==> src/rtl/ntt_product_sequencer.sv <==
// ntt_product_sequencer: stage controller for one NTT-based large-integer product.
// Runs FWD_A -> FWD_B -> PW -> INV -> DONE. It drives each sub-engine through an
// ap_ctrl_hs handshake and presents ap_ctrl_chain upward.
// NUM_FWD=1 selects squaring, which skips FWD_B.
// Optional feature macro: NTT_SEQ_PERF_EN adds a per-stage cycle counter
// (perf_cycles / perf_valid).
//
// state | meaning
// IDLE  | waiting for ap_start
// FWD_A | forward NTT of operand A (fwd_sel=0)
// FWD_B | forward NTT of operand B (fwd_sel=1)
// PW    | pointwise modular multiply
// INV   | inverse NTT
// DONE  | ap_done held until ap_continue
module ntt_product_sequencer #(
    parameter int NUM_FWD = 2,
    parameter int CNT_W   = 32
) (
    input  logic             clock,
    input  logic             reset,
    input  logic             ap_start,
    input  logic             ap_continue,
    output logic             ap_idle,
    output logic             ap_ready,
    output logic             ap_done,
    output logic             fwd_start,
    input  logic             fwd_ready,
    input  logic             fwd_done,
    output logic             fwd_sel,
    output logic             pw_start,
    input  logic             pw_ready,
    input  logic             pw_done,
    output logic             inv_start,
    input  logic             inv_ready,
    input  logic             inv_done,
    output logic [2:0]       stage
`ifdef NTT_SEQ_PERF_EN
    ,
    output logic [CNT_W-1:0] perf_cycles,
    output logic             perf_valid
`endif
);

    typedef enum logic [2:0] {
        S_IDLE  = 3'd0,
        S_FWD_A = 3'd1,
        S_FWD_B = 3'd2,
        S_PW    = 3'd3,
        S_INV   = 3'd4,
        S_DONE  = 3'd5
    } state_t;

    state_t state_q, state_d;
    logic   fwd_start_q, fwd_start_d;
    logic   pw_start_q, pw_start_d;
    logic   inv_start_q, inv_start_d;
    logic   fwd_sel_q, fwd_sel_d;
    logic   ap_ready_q, ap_ready_d;
    logic   ap_done_q, ap_done_d;
    logic   fwd_cmpl, pw_cmpl, inv_cmpl;
    logic   enter;

    // Stage completion: while start is still high, done only counts together with
    // ready. A lone done during issue is an engine protocol error and is ignored.
    always_comb begin
        fwd_cmpl = fwd_start_q ? (fwd_ready & fwd_done) : fwd_done;
        pw_cmpl  = pw_start_q  ? (pw_ready  & pw_done)  : pw_done;
        inv_cmpl = inv_start_q ? (inv_ready & inv_done) : inv_done;
    end

    // Next-state and registered-output computation.
    // Starts are raised only on stage entry, so each engine sees one start per stage.
    always_comb begin
        state_d     = state_q;
        fwd_start_d = fwd_start_q;
        pw_start_d  = pw_start_q;
        inv_start_d = inv_start_q;
        fwd_sel_d   = fwd_sel_q;
        ap_ready_d  = 1'b0;

        unique case (state_q)
            S_IDLE: begin
                if (ap_start) state_d = S_FWD_A;
            end
            S_FWD_A: begin
                if (fwd_start_q && fwd_ready) fwd_start_d = 1'b0;
                if (fwd_cmpl) state_d = (NUM_FWD == 1) ? S_PW : S_FWD_B;
            end
            S_FWD_B: begin
                if (fwd_start_q && fwd_ready) fwd_start_d = 1'b0;
                if (fwd_cmpl) state_d = S_PW;
            end
            S_PW: begin
                if (pw_start_q && pw_ready) pw_start_d = 1'b0;
                if (pw_cmpl) state_d = S_INV;
            end
            S_INV: begin
                if (inv_start_q && inv_ready) inv_start_d = 1'b0;
                if (inv_cmpl) state_d = S_DONE;
            end
            S_DONE: begin
                if (ap_continue) state_d = ap_start ? S_FWD_A : S_IDLE;
            end
            default: state_d = S_IDLE;
        endcase

        enter = (state_d != state_q);
        if (enter) begin
            fwd_start_d = (state_d == S_FWD_A) || (state_d == S_FWD_B);
            pw_start_d  = (state_d == S_PW);
            inv_start_d = (state_d == S_INV);
            fwd_sel_d   = (state_d == S_FWD_B);
            ap_ready_d  = (state_d == S_PW);
        end
        ap_done_d = (state_d == S_DONE);
    end

    // State and output registers; reset drops all starts immediately.
    always_ff @(posedge clock or posedge reset) begin
        if (reset) begin
            state_q     <= S_IDLE;
            fwd_start_q <= 1'b0;
            pw_start_q  <= 1'b0;
            inv_start_q <= 1'b0;
            fwd_sel_q   <= 1'b0;
            ap_ready_q  <= 1'b0;
            ap_done_q   <= 1'b0;
        end else begin
            state_q     <= state_d;
            fwd_start_q <= fwd_start_d;
            pw_start_q  <= pw_start_d;
            inv_start_q <= inv_start_d;
            fwd_sel_q   <= fwd_sel_d;
            ap_ready_q  <= ap_ready_d;
            ap_done_q   <= ap_done_d;
        end
    end

    assign ap_idle   = (state_q == S_IDLE);
    assign ap_ready  = ap_ready_q;
    assign ap_done   = ap_done_q;
    assign fwd_start = fwd_start_q;
    assign pw_start  = pw_start_q;
    assign inv_start = inv_start_q;
    assign fwd_sel   = fwd_sel_q;
    assign stage     = state_q;

`ifdef NTT_SEQ_PERF_EN
    logic [CNT_W-1:0] cnt_q, cnt_d, cnt_inc;
    logic [CNT_W-1:0] perf_cycles_q, perf_cycles_d;
    logic             perf_valid_q, perf_valid_d;
    logic             busy;

    // Per-stage counter. The value latched at exit includes the exit cycle itself.
    always_comb begin
        busy          = (state_q == S_FWD_A) || (state_q == S_FWD_B) ||
                        (state_q == S_PW)    || (state_q == S_INV);
        cnt_inc       = (&cnt_q) ? cnt_q : cnt_q + CNT_W'(1);
        cnt_d         = cnt_q;
        perf_cycles_d = perf_cycles_q;
        perf_valid_d  = 1'b0;
        if (busy) cnt_d = cnt_inc;
        if (busy && enter) begin
            perf_valid_d  = 1'b1;
            perf_cycles_d = cnt_inc;
        end
        if (enter) cnt_d = '0;
    end

    // Counter and reported-value registers.
    always_ff @(posedge clock or posedge reset) begin
        if (reset) begin
            cnt_q         <= '0;
            perf_cycles_q <= '0;
            perf_valid_q  <= 1'b0;
        end else begin
            cnt_q         <= cnt_d;
            perf_cycles_q <= perf_cycles_d;
            perf_valid_q  <= perf_valid_d;
        end
    end

    assign perf_cycles = perf_cycles_q;
    assign perf_valid  = perf_valid_q;
`endif

endmodule

==> config.mk <==
export PLATFORM = sky130hd
export DESIGN_NAME = ntt_product_sequencer
export DESIGN_NICKNAME = d
export VERILOG_FILES = /design/src/rtl/ntt_product_sequencer.sv
export SDC_FILE = /design/constraint.sdc
export NUM_CORES = 1
export LEC_CHECK = 0
export BUFFER_PORTS_ARGS = -buffer_cell sky130_fd_sc_hd__buf_2
export CAP_MARGIN = 20
export CORE_AREA = 4 4 41 43
export CTS_CLUSTER_SIZE = 14
export DETAILED_ROUTE_END_ITERATION = 16
export DIE_AREA = 0 0 45 47
export PLACE_DENSITY_LB_ADDON = 0.15
export SKIP_CTS_REPAIR_TIMING = 1
export SYNTH_ARGS = -nofsm -noshare
export SYNTH_HDL_FRONTEND = slang
export SYNTH_SLANG_ARGS = --single-unit
==> constraint.sdc <==
create_clock -name clock -period 2.1 [get_ports clock]
set_clock_uncertainty 0.2 [all_clocks]
set_input_delay 0 -clock clock [delete_from_list [all_inputs] [get_ports clock]]
set_output_delay 0 -clock clock [all_outputs]
set_load 0.02 [all_outputs]
=== After elaboration in Yosys (flattened, before gate mapping) ===
Cells that the tools add are included.

* Register bits: 9
* Word-level logic and storage cells: 57
* Output and inout port bits: 10
* Input bits: 10

* Equality and inequality tests: 11
* Bitwise logic cells: 3
* Mux-type cells: 21
* Reduce and logical (&&, ||, !) cells: 15

{| class="wikitable"
|+ Operator list
! operator !! number
|-
| two-way mux 3 bit || 6
|-
| one-hot mux 3 bit (6 select lines) || 1
|-
| two-way mux 1 bit || 14
|-
| equality test 3 x 2 -> 1 bit (second input constant) || 4
|-
| equality test 3 bit (second input constant) || 4
|-
| nonzero test 2 bit || 6
|-
| equality test 3 x 1 -> 1 bit (second input constant) || 2
|-
| AND reduction 2 bit || 3
|-
| AND 1 bit || 3
|-
| logical AND 1 bit || 3
|-
| zero test 3 bit || 1
|-
| inequality test 3 bit || 1
|-
| OR reduction 2 bit || 1
|-
| logical OR 1 bit || 1
|}

=== Logic depth before layout (Yosys ltp) ===
Gate-level depths: netlist of run 1.

* Depth in word-level cells: 7
* Gate-level depth with buffers: 6

=== Least setup slack after synthesis of run 1 ===
No wires, ideal clock.

* Path kind: reg-to-reg
* From: register fwd_start_q (netlist: fwd_start)
* To: register fwd_start_q (netlist: fwd_start)
* Arrival: 1.541 ns
* Library setup time: 0.079 ns
* Buffers on the path: 0
* Slack: 0.280 ns
* Period minus slack after synthesis: 1.820 ns
* Stages on the path, launching flop included: 6
* Cells stage by stage: dfrtp_1 > nor2b_4 > nor2_2 > a2111o_1 > a32oi_2 > mux2i_1

* Word-level cells in the longest chain between the ends: 6
* Elaborated cells between the ends (all ways): 13
* Those cells by class: 3 x eq/ne; 5 x mux; 5 x reduce/logical

{| class="wikitable"
|+ RTL lines
! what !! line !! RTL
|-
| from (decl) || 54 || <nowiki>logic fwd_start_q, fwd_start_d;</nowiki>
|-
| from (signal assigned) || 130 || <nowiki>fwd_start_q <= fwd_start_d;</nowiki>
|-
| two-way mux 1 bit || 66 || <nowiki>fwd_cmpl = fwd_start_q ? (fwd_ready & fwd_done) : fwd_done;</nowiki>
|-
| two-way mux 3 bit (on tied branches) || 91, 87 ||
|-
| one-hot mux 3 bit (6 select lines) || 81 || <nowiki>unique case (state_q)</nowiki>
|-
| inequality test 3 bit, or another cell as far along || 107 || <nowiki>enter = (state_d != state_q);</nowiki>
|-
| nonzero test 2 bit (no source line) or logical OR 1 bit (tied branches) || n/a ||
|-
| AND reduction 2 bit (no source line) or two-way mux 1 bit (tied branches) || n/a ||
|}

Several ways; a longest one is shown, not always the timed one.
A chain may end at the register's enable or synchronous reset.

=== Final worst setup path of run 1 ===
* From: register state_q[0] (netlist: stage[0])
* To: register fwd_start_q (netlist: fwd_start)

* Word-level cells in the longest chain between the ends: 5
* Elaborated cells between the ends (all ways): 22
* Those cells by class: 8 x eq/ne; 8 x mux; 6 x reduce/logical

{| class="wikitable"
|+ RTL lines
! what !! line !! RTL
|-
| from (decl) || 53 || <nowiki>state_t state_q, state_d;</nowiki>
|-
| from (signal assigned) || 129 || <nowiki>state_q <= state_d;</nowiki>
|-
| equality test 3 bit, or another cell as far along || 81 ||
|-
| one-hot mux 3 bit (6 select lines) || 81 ||
|-
| inequality test 3 bit, or another cell as far along || 107 ||
|-
| nonzero test 2 bit (no source line) or logical OR 1 bit (tied branches) || n/a ||
|-
| AND reduction 2 bit (no source line) or two-way mux 1 bit (tied branches) || n/a ||
|}

Several ways; a longest one is shown, not always the timed one.

==> results list, run 1 <==
- Yosys warning count: 0
* Synth cell types: 32
- First-pass GRT wire length: around 2400 µm
* Aggregate global-route resource usage: 16.1%
* EDFF count, synth: 0
* Maximum net fanout on the critical path: 10
- Number of inserted filler cells in the final layout: between 100 and 150
- Fraction of the mapped netlist area in adder cells: 0%
* Leakage power total: around 0.37 nW
* Met2 demand-to-capacity share in global routing: ~26%
- The worst register-to-register path ends at fwd_start.
- The clock period could shrink to 1960 ps.
- In the routed design, unresolved DRC markers number 0.
- After routing the design area is 757 µm².
- Root buffer cell: sky130_fd_sc_hd__clkbuf_4
* Total internal power: about 0.64 mW
- The worst setup path is launched from a register.
- Of the total power, combinational logic draws between 60% and 70%.
* Post-detailed-placement half-perimeter wirelength: 1160 µm
- Delay of the slowest cell on the worst path: about 500 ps
- Kind of cell adding the most delay to the critical path: compound AO/OA/AOI/OAI gates
* Data required, critical path: 2080 ps
- End-of-flow core utilization: about 58%
- For this run, the top clock speed supported by timing is 0.511 GHz.
- Sequential fraction of the synthesis area: roughly two fifths
- Final Net Count: 100
- Setup TNS: 0 ps
* Simple-Gate Fraction of Synth Area: 23.7%
- Measured against its own limit, the worst slew margin works out to about three quarters.
* Clock Sinks: 9
* Critical path type: reg2reg
- The floorplan step defined a core boundary enclosing 0.00130 mm².
- Each instance of the synthesized netlist takes up on average between 9 and 10 µm².
- Setup violations remaining at the end of the flow were counted as 0.
- Hold timing on the final database bottoms out at a slack of -7.89 ps.
- Average vias per placed instance: 5.44
- The detailed router finished its first iteration with 9 violations.
* Gate count of the mapped netlist: slightly below 60
* Die extent in y: approximately 47 µm
- Initial antenna violation count: 0
* Clock latency reported for the late side of the worst-skew pair: between 200 and 300 ps
- Result of the run: finished with violations
- Power per standard cell area: ~1600 mW/mm²
- The mapped netlist covers around 540 µm².
- Routing usage on met1: between 10% and 20%
- Walking the worst path, the cells encountered are nand2_1 -> nor2_2 -> a2111o_1 -> a32oi_2 -> mux2i_1.
- In this run switching power makes up 47.7% of total power.
* Number of clock buffers inserted by TritonCTS: 3
* Final weighted congestion of routability-driven global placement: around 0.80
- In this run the core area contains 13 standard-cell rows.
- The synthesized netlist devotes between 20% and 30% of its cell area to compound gates.
* Worst R2R Path Depth: 5
- The number of global-route vias before repair was ~540.
- Post-Place Cell Area: approximately 660 µm²
* Startpoint of the lowest-slack hold path: ap_continue
* Length of the first detailed-routing pass in iterations: 4
- Worst slew pin tran: roughly 350 ps
* Relative contribution of sequential cells to total power: about 28%
* Share of cell area taken by muxes after synthesis: under 10%
- Maximum number of pins on one net before global-route repair: 11
- The number of antenna diodes in the final layout is 0.
- Port buffer count: 19
- The critical path contains buffers and inverters numbering 0 combined.
- The count of pins over their slew limit is 0.
- In the synthesized netlist the async set-or-reset flop fraction comes to between 90% and 100%.
- The tool flagged a number of max-cap violations equal to 0.
- Hold depth: 4
- Most crowded layer after global routing: met2
- Peak supply drop: between 0.8 and 0.9 mV
* Violations in the final reports: negative hold slack
- Depth of the CTS H-tree: 1
- Clock network fraction of total power: between 10% and 20%
* Unrepaired setup endpoints after global routing: no
- 20 I/O pins were placed.
- By area, the combinational part of the netlist is dominated by compound AO/OA/AOI/OAI gates.
* Arrival time at the worst endpoint: between 1500 and 2000 ps
- The synthesized netlist devotes under 10% of its cell area to XOR and XNOR gates.
* Initial standard-cell utilization of the core: a little over two fifths
- Post-synthesis net count: a little under 70
- Area of the die: between 0.002 and 0.0025 mm²
- DRT Wirelength: between 1500 and 2000 µm
* R2R setup slack: 140 ps
- Relative to the synthesized area, the layout overhead comes to 39.1%.
- Met3 track demand over resource in global routing: between 7 and 8%
- TritonCTS built the clock tree.
- The routed layout has around 570 vias.
* Endpoint of the worst hold path: stage[2]
* Die X-Extent: 45 µm
* R2R Path Start: stage[0]
- The most used flip-flop cell after synthesis is sky130_fd_sc_hd__dfrtp_1.
* Count of nets left with antenna violations after detail routing: 0
- After detailed routing, the average wire length per cell comes to 14.6 µm.
- Final Hold Viols: 1
* Worst hold-check path type: in2reg
- Maximum clock insertion buffer count: 2
- Post-route fraction of the period consumed by the critical path: 93.1%
- Of the cells placed in the final design, the portion with a size suffix greater than 1 is between 30 and 40%.
* Total congestion overflow: 0
- Post-synthesis sequential element count: 9
- Clock-pin slew was measured on the worst setup and hold paths at 70 ps.
- Power spent charging and discharging nets: 0.581 mW
- CP max-delay cell: sky130_fd_sc_hd__dfrtp_1
* Sort of element at the end of the critical path: register
power groups by stage:
stage | registers (mW) | logic [mW] | clock network, mW
3_3_place_gp | 0.339 | 0.713 | 0
5_1_grt | 0.358 | 0.798 | 0.152
6_report | 0.341 | 0.742 | 0.135
4_1_cts | 0.340 | 0.734 | 0.136
2_1_floorplan | 0.401 | 0.454 | 0
3_5_place_dp | 0.343 | 0.731 | 0
registers in the layout, summed over array words and instances (netlist names):
register   cells
ap_ready       1
ap_done        1
fwd_start      1
stage          3
pw_start       1
fwd_sel        1
inv_start      1
synth_stat cells (2+ instances only):
| master | n | area [µm²] |
|---|---|---|
| sky130_fd_sc_hd__o21ai_0 | 5 | 25.0 |
| sky130_fd_sc_hd__dfrtp_1 | 9 | 225 |
| sky130_fd_sc_hd__nor3_1 | 2 | 10.0 |
| sky130_fd_sc_hd__a21oi_1 | 2 | 10.0 |
| sky130_fd_sc_hd__nand2_1 | 8 | 30.0 |
| sky130_fd_sc_hd__nor2_1 | 3 | 11.3 |
| sky130_fd_sc_hd__inv_1 | 3 | 11.3 |
| sky130_fd_sc_hd__nand3_1 | 2 | 10.0 |
| sky130_fd_sc_hd__nor2b_1 | 2 | 12.5 |
final cells by class:
| class | count | area, µm² | share of cell area [%] |
|---|---|---|---|
| Timing Repair Buffer | 28 | 180 | 23.8 |
| Tap cell | 15 | 18.8 | 2.48 |
| Inverter | 3 | 11.3 | 1.49 |
| Multi-Input combinational cell | 45 | 295 | 39.0 |
| Clock buffer | 4 | 26.3 | 3.47 |
| Sequential cell | 9 | 225 | 29.8 |
placed cells by master (no fill, tap or decap), drive strengths merged, types with 2 or more instances in the layout:
master and n:
buf 21, dfrtp 9, nand2 8, dlygate4sd3 7, o21ai 6, nor2 4, clkbuf 4, inv 3
nor2b 3, nor3 2, a21oi 2, nand3 2, a32oi 2, a22o 2
worst max-delay path by stage:
stage | start | to | cells after the start | slack [ps]
after floorplan | fwd_start | fwd_start | 5 | 280
after global placement | stage[0] | fwd_start | 5 | 250
after detailed placement | stage[0] | fwd_start | 5 | 160
after CTS | stage[0] | fwd_start | 5 | 150
after global routing | stage[0] | fwd_start | 5 | 70
final | stage[0] | fwd_start | 5 | 140
per-stage QoR:
stage | std cells | total power, mW | worst slack [ps]
final | 104 | 1.22 | 144
after global routing | 104 | 1.31 | 71.2
after CTS | 97 | 1.21 | 154
after detailed placement | 93 | 1.07 | 165
after global placement | 93 | 1.05 | 250
after floorplan | 59 | 0.854 | 280
routing by layer:
| metal | wire (µm) | part of all wire [%] | vias up |
|---|---|---|---|
| met1 | 618 | 41 | 266 |
| li1 | - | - | 274 |
| met5 | 0 | 0 | - |
| met3 | 129 | 8.5 | 2 |
| met4 | 12 | 0.79 | 0 |
| met2 | 762 | 50 | 24 |
worst min-delay path, cell delays in order:
cell,delay [ps]
sky130_fd_sc_hd__buf_2,80
sky130_fd_sc_hd__nand2_1,60
sky130_fd_sc_hd__nand3b_1,160
sky130_fd_sc_hd__nand2_1,100
logic make-up (layout without fill, tap and decap cells):
| logic type | count (synthesis) | after routing |
|---|---|---|
| AOI/OAI and AO/OA | 18 | 18 |
| xor gates and xnor gates | 1 | 1 |
| buffers and inverters | 5 | 35 |
| DFF | 9 | 9 |
| muxes | 2 | 2 |
| and+or+nand+nor | 24 | 24 |
Note: power is estimated with default switching activity, not from simulation.
==> run 2, diff against run 1 <==
Settings changed: RECOVER_POWER set to 100.
==> run 2 against run 1 <==
The run now ends clean. Sequential cell count did not move. Setup slack worse by 17 ps. Sequential share of layout area grew 0.86 points. Die area stayed put. Combinational power fell by 4.2%.
==> results list, run 2 (same netlist as run 1, synthesis figures left out) <==
- For this block, the initial DRC count from the detailed router was 10.
- Number of I/O pins: 20
- Count of nets left with antenna violations after detail routing: 0
- Initial standard-cell utilization of the core: between 40% and 50%
* Max transition margin: roughly three quarters
- Most frequent cells in the layout: sky130_fd_sc_hd__clkbuf_1, sky130_fd_sc_hd__buf_2, sky130_fd_sc_hd__dfrtp_1
* Peak supply drop: 0.800 mV
- Kind of cell adding the most delay to the critical path: compound AO/OA/AOI/OAI gates
* Port buffer count: 19
- For hold timing, the worst endpoint is stage[2].
- The smallest clock period supported by the final layout is computed as 1970 ps.
* Power per standard cell area: 1620 mW/mm²
- For this design, the slowest cell found on the critical path is sky130_fd_sc_hd__dfrtp_1.
* Die extent in y: approximately 47 µm
- For the pin with the worst max-slew slack, the measured transition is approximately 360 ps.
- Unrepaired setup endpoints after global routing: no
- Worst R2R Path Depth: 5
* Startpoint of the lowest-slack hold path: ap_continue
* Worst hold-check path type: in2reg
- Clock Sinks: 9
* Fraction of layout instances using a drive strength above 1: about a fifth
* Total congestion overflow: 0
- Post-route fraction of the period consumed by the critical path: a little over nine tenths
* Residual DRC: 0
- R2R Path Start: stage[0]
- Entering global routing, the biggest net connects 11 pins.
* Depth of the CTS H-tree: 1
- The signal on the critical path passes through nand2_1 -> nor2_1 -> a2111o_1 -> a32oi_2 -> mux2i_1.
- Length of the first detailed-routing pass in iterations: 4
- CTS clock-pin slew for the worst setup and hold paths: about 70 ps
* Result of the run: finished clean
* Maximum clock insertion buffer count: 2
- Via count: between 500 and 600
- For the worst setup path, the data required time is 2080 ps.
- The worst path meets setup with about 130 ps of slack.
- The number of antenna violations at the first check in global routing is 0.
- Maximum net fanout on the critical path: 10
- Average vias per placed instance: 5.40
* Hold_ws: roughly 16 ps
- Max FFs per register: 3
- Global routing used 16.1% of the available tracks across all layers.
- Root buffer cell: sky130_fd_sc_hd__clkbuf_4
- For this design the static power due to leakage is 0.329 nW.
- Setup TNS: 0 ps
* Final Net Count: 100
* Number of clock buffers inserted by TritonCTS: 3
* Number of antenna cells inserted: 0
- Clock latency reported for the late side of the worst-skew pair: roughly 270 ps
- By startpoint and endpoint, the worst setup path is classified as reg2reg.
- Delay of the slowest cell on the worst path: ~500 ps
- Vias in the first global route: 543
- Routability-driven placement finished with a final weighted congestion of about 0.8.
* Dpl ws: between 150 and 200 ps
* Hold depth: 4
- Data arrives at the worst endpoint at 1950 ps.
* Die X-Extent: 45 µm
- DRT Wirelength: ~1600 µm
- Area of the die: about 0.0021 mm²
* # Max-Cap Violations: 0
* Placeable core area: around 0.0013 mm²
- Most common cell after layout, fill and taps aside: sky130_fd_sc_hd__clkbuf_1
- The number of hold-slack violations in the final timing report was 0.
- Number of pins with negative max-slew slack in the final report: 0
* Max Clock Freq: just over 0.5 GHz
- The critical path contains buffers and inverters numbering 0 combined.
* Area added between synthesis and finish: 35.2%
* Post-detailed-placement half-perimeter wirelength: ~1200 µm
- Number of inserted filler cells in the final layout: 140
* TritonCTS clock tree: yes
* Final count of negative-setup-slack endpoints: 0
* Reg2reg end: fwd_start
- Std-Cell Rows: 13
* Sort of element at the end of the critical path: register
- CP Launch Type: register
* Wire per inst: ~15 µm
- First-pass GRT wire length: 2360 µm
- The setup check on the worst reg-to-reg path leaves a slack of 130 ps.
-- run 2: changes by cell type in the layout (fill, tap and decap cells not counted), sizes merged --
cell / change
clkbuf: +11
buf: -11
-- run 2: cell type report --
class                      instances  area, µm²  share of cell area, %
clock buffer                       4       26.3                   3.57
tap                               15       18.8                   2.55
multi-input combinational         45        293                   39.8
sequential                         9        225                   30.6
timing repair buffer              28        161                   21.9
inverter                           3       11.3                   1.53
-- run 2: worst max-delay path by stage --
stage	startpoint	endpoint	slack (ps)	cells after the start
2_1_floorplan	fwd_start	fwd_start	280	5
3_3_place_gp	stage[0]	fwd_start	250	5
3_5_place_dp	stage[0]	fwd_start	160	5
4_1_cts	stage[0]	fwd_start	150	5
5_1_grt	stage[0]	fwd_start	60	5
6_report	stage[0]	fwd_start	130	5
-- run 2: worst reg2reg max path: stages (launching register included) --
cell and delay (ps):
sky130_fd_sc_hd__dfrtp_1 500, sky130_fd_sc_hd__nand2_1 130, sky130_fd_sc_hd__nor2_1 80, sky130_fd_sc_hd__a2111o_1 400
sky130_fd_sc_hd__a32oi_2 360, sky130_fd_sc_hd__mux2i_1 220
-- run 2: through the flow --
stage | instances | instance area, µm² | total power, mW | util (%)
floorplan | 59 | 544 | 0.854 | -
global placement | 93 | 661 | 1.05 | 50.8
detailed placement | 93 | 661 | 1.07 | 50.8
CTS | 97 | 687 | 1.21 | 52.8
global route | 104 | 736 | 1.27 | 56.5
finish | 104 | 736 | 1.19 | 56.5
-- run 2: where the power goes --
part           internal, mW  total [mW]  switching [mW]
clock                0.0732       0.134          0.0611
sequential            0.250       0.344          0.0936
combinational         0.274       0.711           0.437
total                 0.598        1.19           0.592
-- run 2: layer usage --
metal | track usage, % | up-vias | routed length (µm)
li1 | - | 274 | -
met1 | 19.2 | 259 | 637
met2 | 26.0 | 29 | 792
met3 | 7.66 | 0 | 150
met4 | 4.68 | 0 | 0
met5 | 0 | - | 0
==> run 3, diff against run 2 <==
Clock period 2.1 ns to 2.5 ns, I/O delays scaled along.
==> run 3 against run 2 <==
The flow now finishes with violations (negative hold slack). Power is 19% lower. Cell count is 2.9% lower. Maximum frequency is 4.2% lower. Global-route usage is 1.3 points lower. Clock power is 15% lower. Combinational power is 25% lower. First-iteration DRC count is 30% lower. Worst hold slack worse by 41 ps. Non-clock buffer count is 3 lower. Critical path type unchanged. Critical endpoint unchanged.
==> results list, run 3 (same netlist as run 1, synthesis figures left out) <==
- # Max-Cap Violations: 0
* Maximum net fanout on the critical path: 13
* Most frequent cells in the layout: sky130_fd_sc_hd__clkbuf_1, sky130_fd_sc_hd__dfrtp_1, sky130_fd_sc_hd__buf_2
* Number of antenna cells inserted: 0
* Inst Count DP: approximately 90
- R2R setup slack: 440 ps
* First-pass GRT wire length: 2170 µm
* Area added between synthesis and finish: 31.7%
* R2R Path Start: stage[0]
* Final Hold Viols: 2
- Root buffer cell: sky130_fd_sc_hd__clkbuf_4
* Final count of negative-setup-slack endpoints: 0
- Detailed routing inserted a total of around 560 vias.
* Power spent charging and discharging nets: about 0.47 mW
* Initial standard-cell utilization of the core: a little over two fifths
- Setup TNS: 0 ps
- Clock latency reported for the late side of the worst-skew pair: 270 ps
- Aggregate global-route resource usage: approximately 15%
* Max transition margin: 71.9%
- The worst-case IR drop observed on VDD is between 0.7 and 0.8 mV.
- Relative contribution of sequential cells to total power: between 30% and 40%
- The count of pins over their slew limit came to 0.
- Cells traversed along the worst timing path: nand2_1 -> o21ai_0 -> o22ai_1 -> a32oi_2 -> mux2i_1
* Non-Filler Instances: between 100 and 150
- Port buffer count: 19
- Most common cell after layout, fill and taps aside: sky130_fd_sc_hd__clkbuf_1
* Timing startpoint of the critical path: stage[0]
- Unrepaired setup endpoints after global routing: no
- The die is about 45 µm wide.
* Residual DRC: 0
- Using the TritonRoute via totals, the vias-per-cell ratio works out to roughly 5.5.
- The run finished, with violations left.
- The worst setup path is captured at a register.
- Detailed placement finished with a half-perimeter wire length of 1020 µm.
- TritonCTS created 3 clock buffers.
- Power per standard cell area: about 1300 mW/mm²
- Vias in the first global route: about 480
- The critical path contains buffers and inverters numbering 0 combined.
- Max Clock Freq: just under 0.5 GHz
- The startpoint identified for the worst hold timing path is fwd_ready.
* Placeable core area: 0.00130 mm²
- Data required, critical path: around 2500 ps
- In this run the worst hold path is classified as in2reg.
- Max FFs per register: 3
* Total internal power: between 0.4 and 0.5 mW
* Area of the die: approximately 0.0021 mm²
- After floorplanning, the core was divided into 13 placement rows.
* Kind of cell adding the most delay to the critical path: compound AO/OA/AOI/OAI gates
- CTS built an H-tree with a depth of 1.
- TritonCTS clock tree: yes
* Violations in the final reports: negative hold slack
- Post-route fraction of the period consumed by the critical path: 82.4%
- Power comes to about 0.96 mW.
* Maximum number of pins on one net before global-route repair: 14
- At the pin with the least slew margin, the transition time is approximately 420 ps.
- After clock tree synthesis, the clock-pin slew on the worst setup and hold paths is roughly 60 ps.
- Logic gate share of total power: between 50% and 60%
- Leakage power total: 0.320 nW
- CP max-delay cell: sky130_fd_sc_hd__dfrtp_1
- Critical path type: reg2reg
- In this run the count of I/O pins placed on the die edge is 20.
- The net count of the finished layout is 97.
- The first detailed-routing pass ran for 4 iterations.
- CP Launch Type: register
- The total overflow left after global routing is 0.
- The tree built by TritonCTS fans out to 9 sinks.
- For this block, the initial DRC count from the detailed router was 7.
* Maximum clock insertion buffer count: 2
* Initial antenna violation count: 0
- The die is 47 µm tall.
* Wire per inst: about 13 µm
- The detail route stage leaves a number of antenna-violating nets equal to 0.
- STA puts the critical path data arrival time at 2050 ps.
- For this run, the slowest stage of the critical path takes about 580 ps.
- Final critical delay including setup and external delays: about 2100 ps
- At the end of routability-driven placement, the weighted congestion stood at between 0.8 and 0.9.
- Fraction of layout instances using a drive strength above 1: between 10% and 20%
- Hold_ws: -25.3 ps
- Clock network fraction of total power: between 10% and 20%
- Of the total power, the share spent switching nets is just under 50%.
* DRT Wirelength: approximately 1300 µm
## run 3: cell types whose count changed in the layout (fill, tap and decap cells not counted)
cell	before	now
sky130_fd_sc_hd__o21ai_1	1	0
sky130_fd_sc_hd__o21ai_0	5	6
sky130_fd_sc_hd__clkbuf_1	12	11
sky130_fd_sc_hd__dlygate4sd3_1	7	6
sky130_fd_sc_hd__buf_2	10	9
## run 3: path summary, 6_finish.rpt
path | endpoint | cells after the start
min in group asynchronous | stage[0] | 3
worst min-delay path | fwd_start | 4
worst min register to register | fwd_sel | 1
worst max register to register | fwd_start | 5
max in group asynchronous | fwd_start | 3
worst max-delay path | fwd_start | 5
## run 3: final cells by class
type | count | area [µm²]
Tap cell | 15 | 18.8
Sequential cell | 9 | 225
Multi-Input combinational cell | 45 | 293
Clock buffer | 4 | 26.3
Timing Repair Buffer | 25 | 143
Fill cell | 129 | 584
Inverter | 3 | 11.3
## run 3: routing by layer
metal / track usage [%] / vias to the layer above / wire length, µm
met2: 23.2 / 19 / 627
met3: 5.75 / 4 / 90
met1: 18.0 / 265 / 605
met4: 7.02 / 0 / 18
li1: - / 270 / -
met5: 0 / - / 0
## run 3: per-stage QoR
stage               cell area [µm²]  setup WS, ps  utilization [%]
floorplan                       544           680                -
global placement                646           602             49.6
detailed placement              646           546             49.6
CTS                             672           530             51.6
global route                    717           258             55.1
finish                          717           439             55.1
## run 3: power groups by stage
stage	sequential, mW	clock (mW)	combinational [mW]
floorplan	0.337	0	0.381
global route	0.323	0.124	0.588
CTS	0.309	0.118	0.553
finish	0.309	0.114	0.535
global placement	0.311	0	0.552
detailed placement	0.310	0	0.551
## run 3: worst min-delay path, cell delays in order
cell	delay, ps
sky130_fd_sc_hd__buf_2	120
sky130_fd_sc_hd__nand2_1	60
sky130_fd_sc_hd__o21ai_0	80
sky130_fd_sc_hd__mux2i_1	120
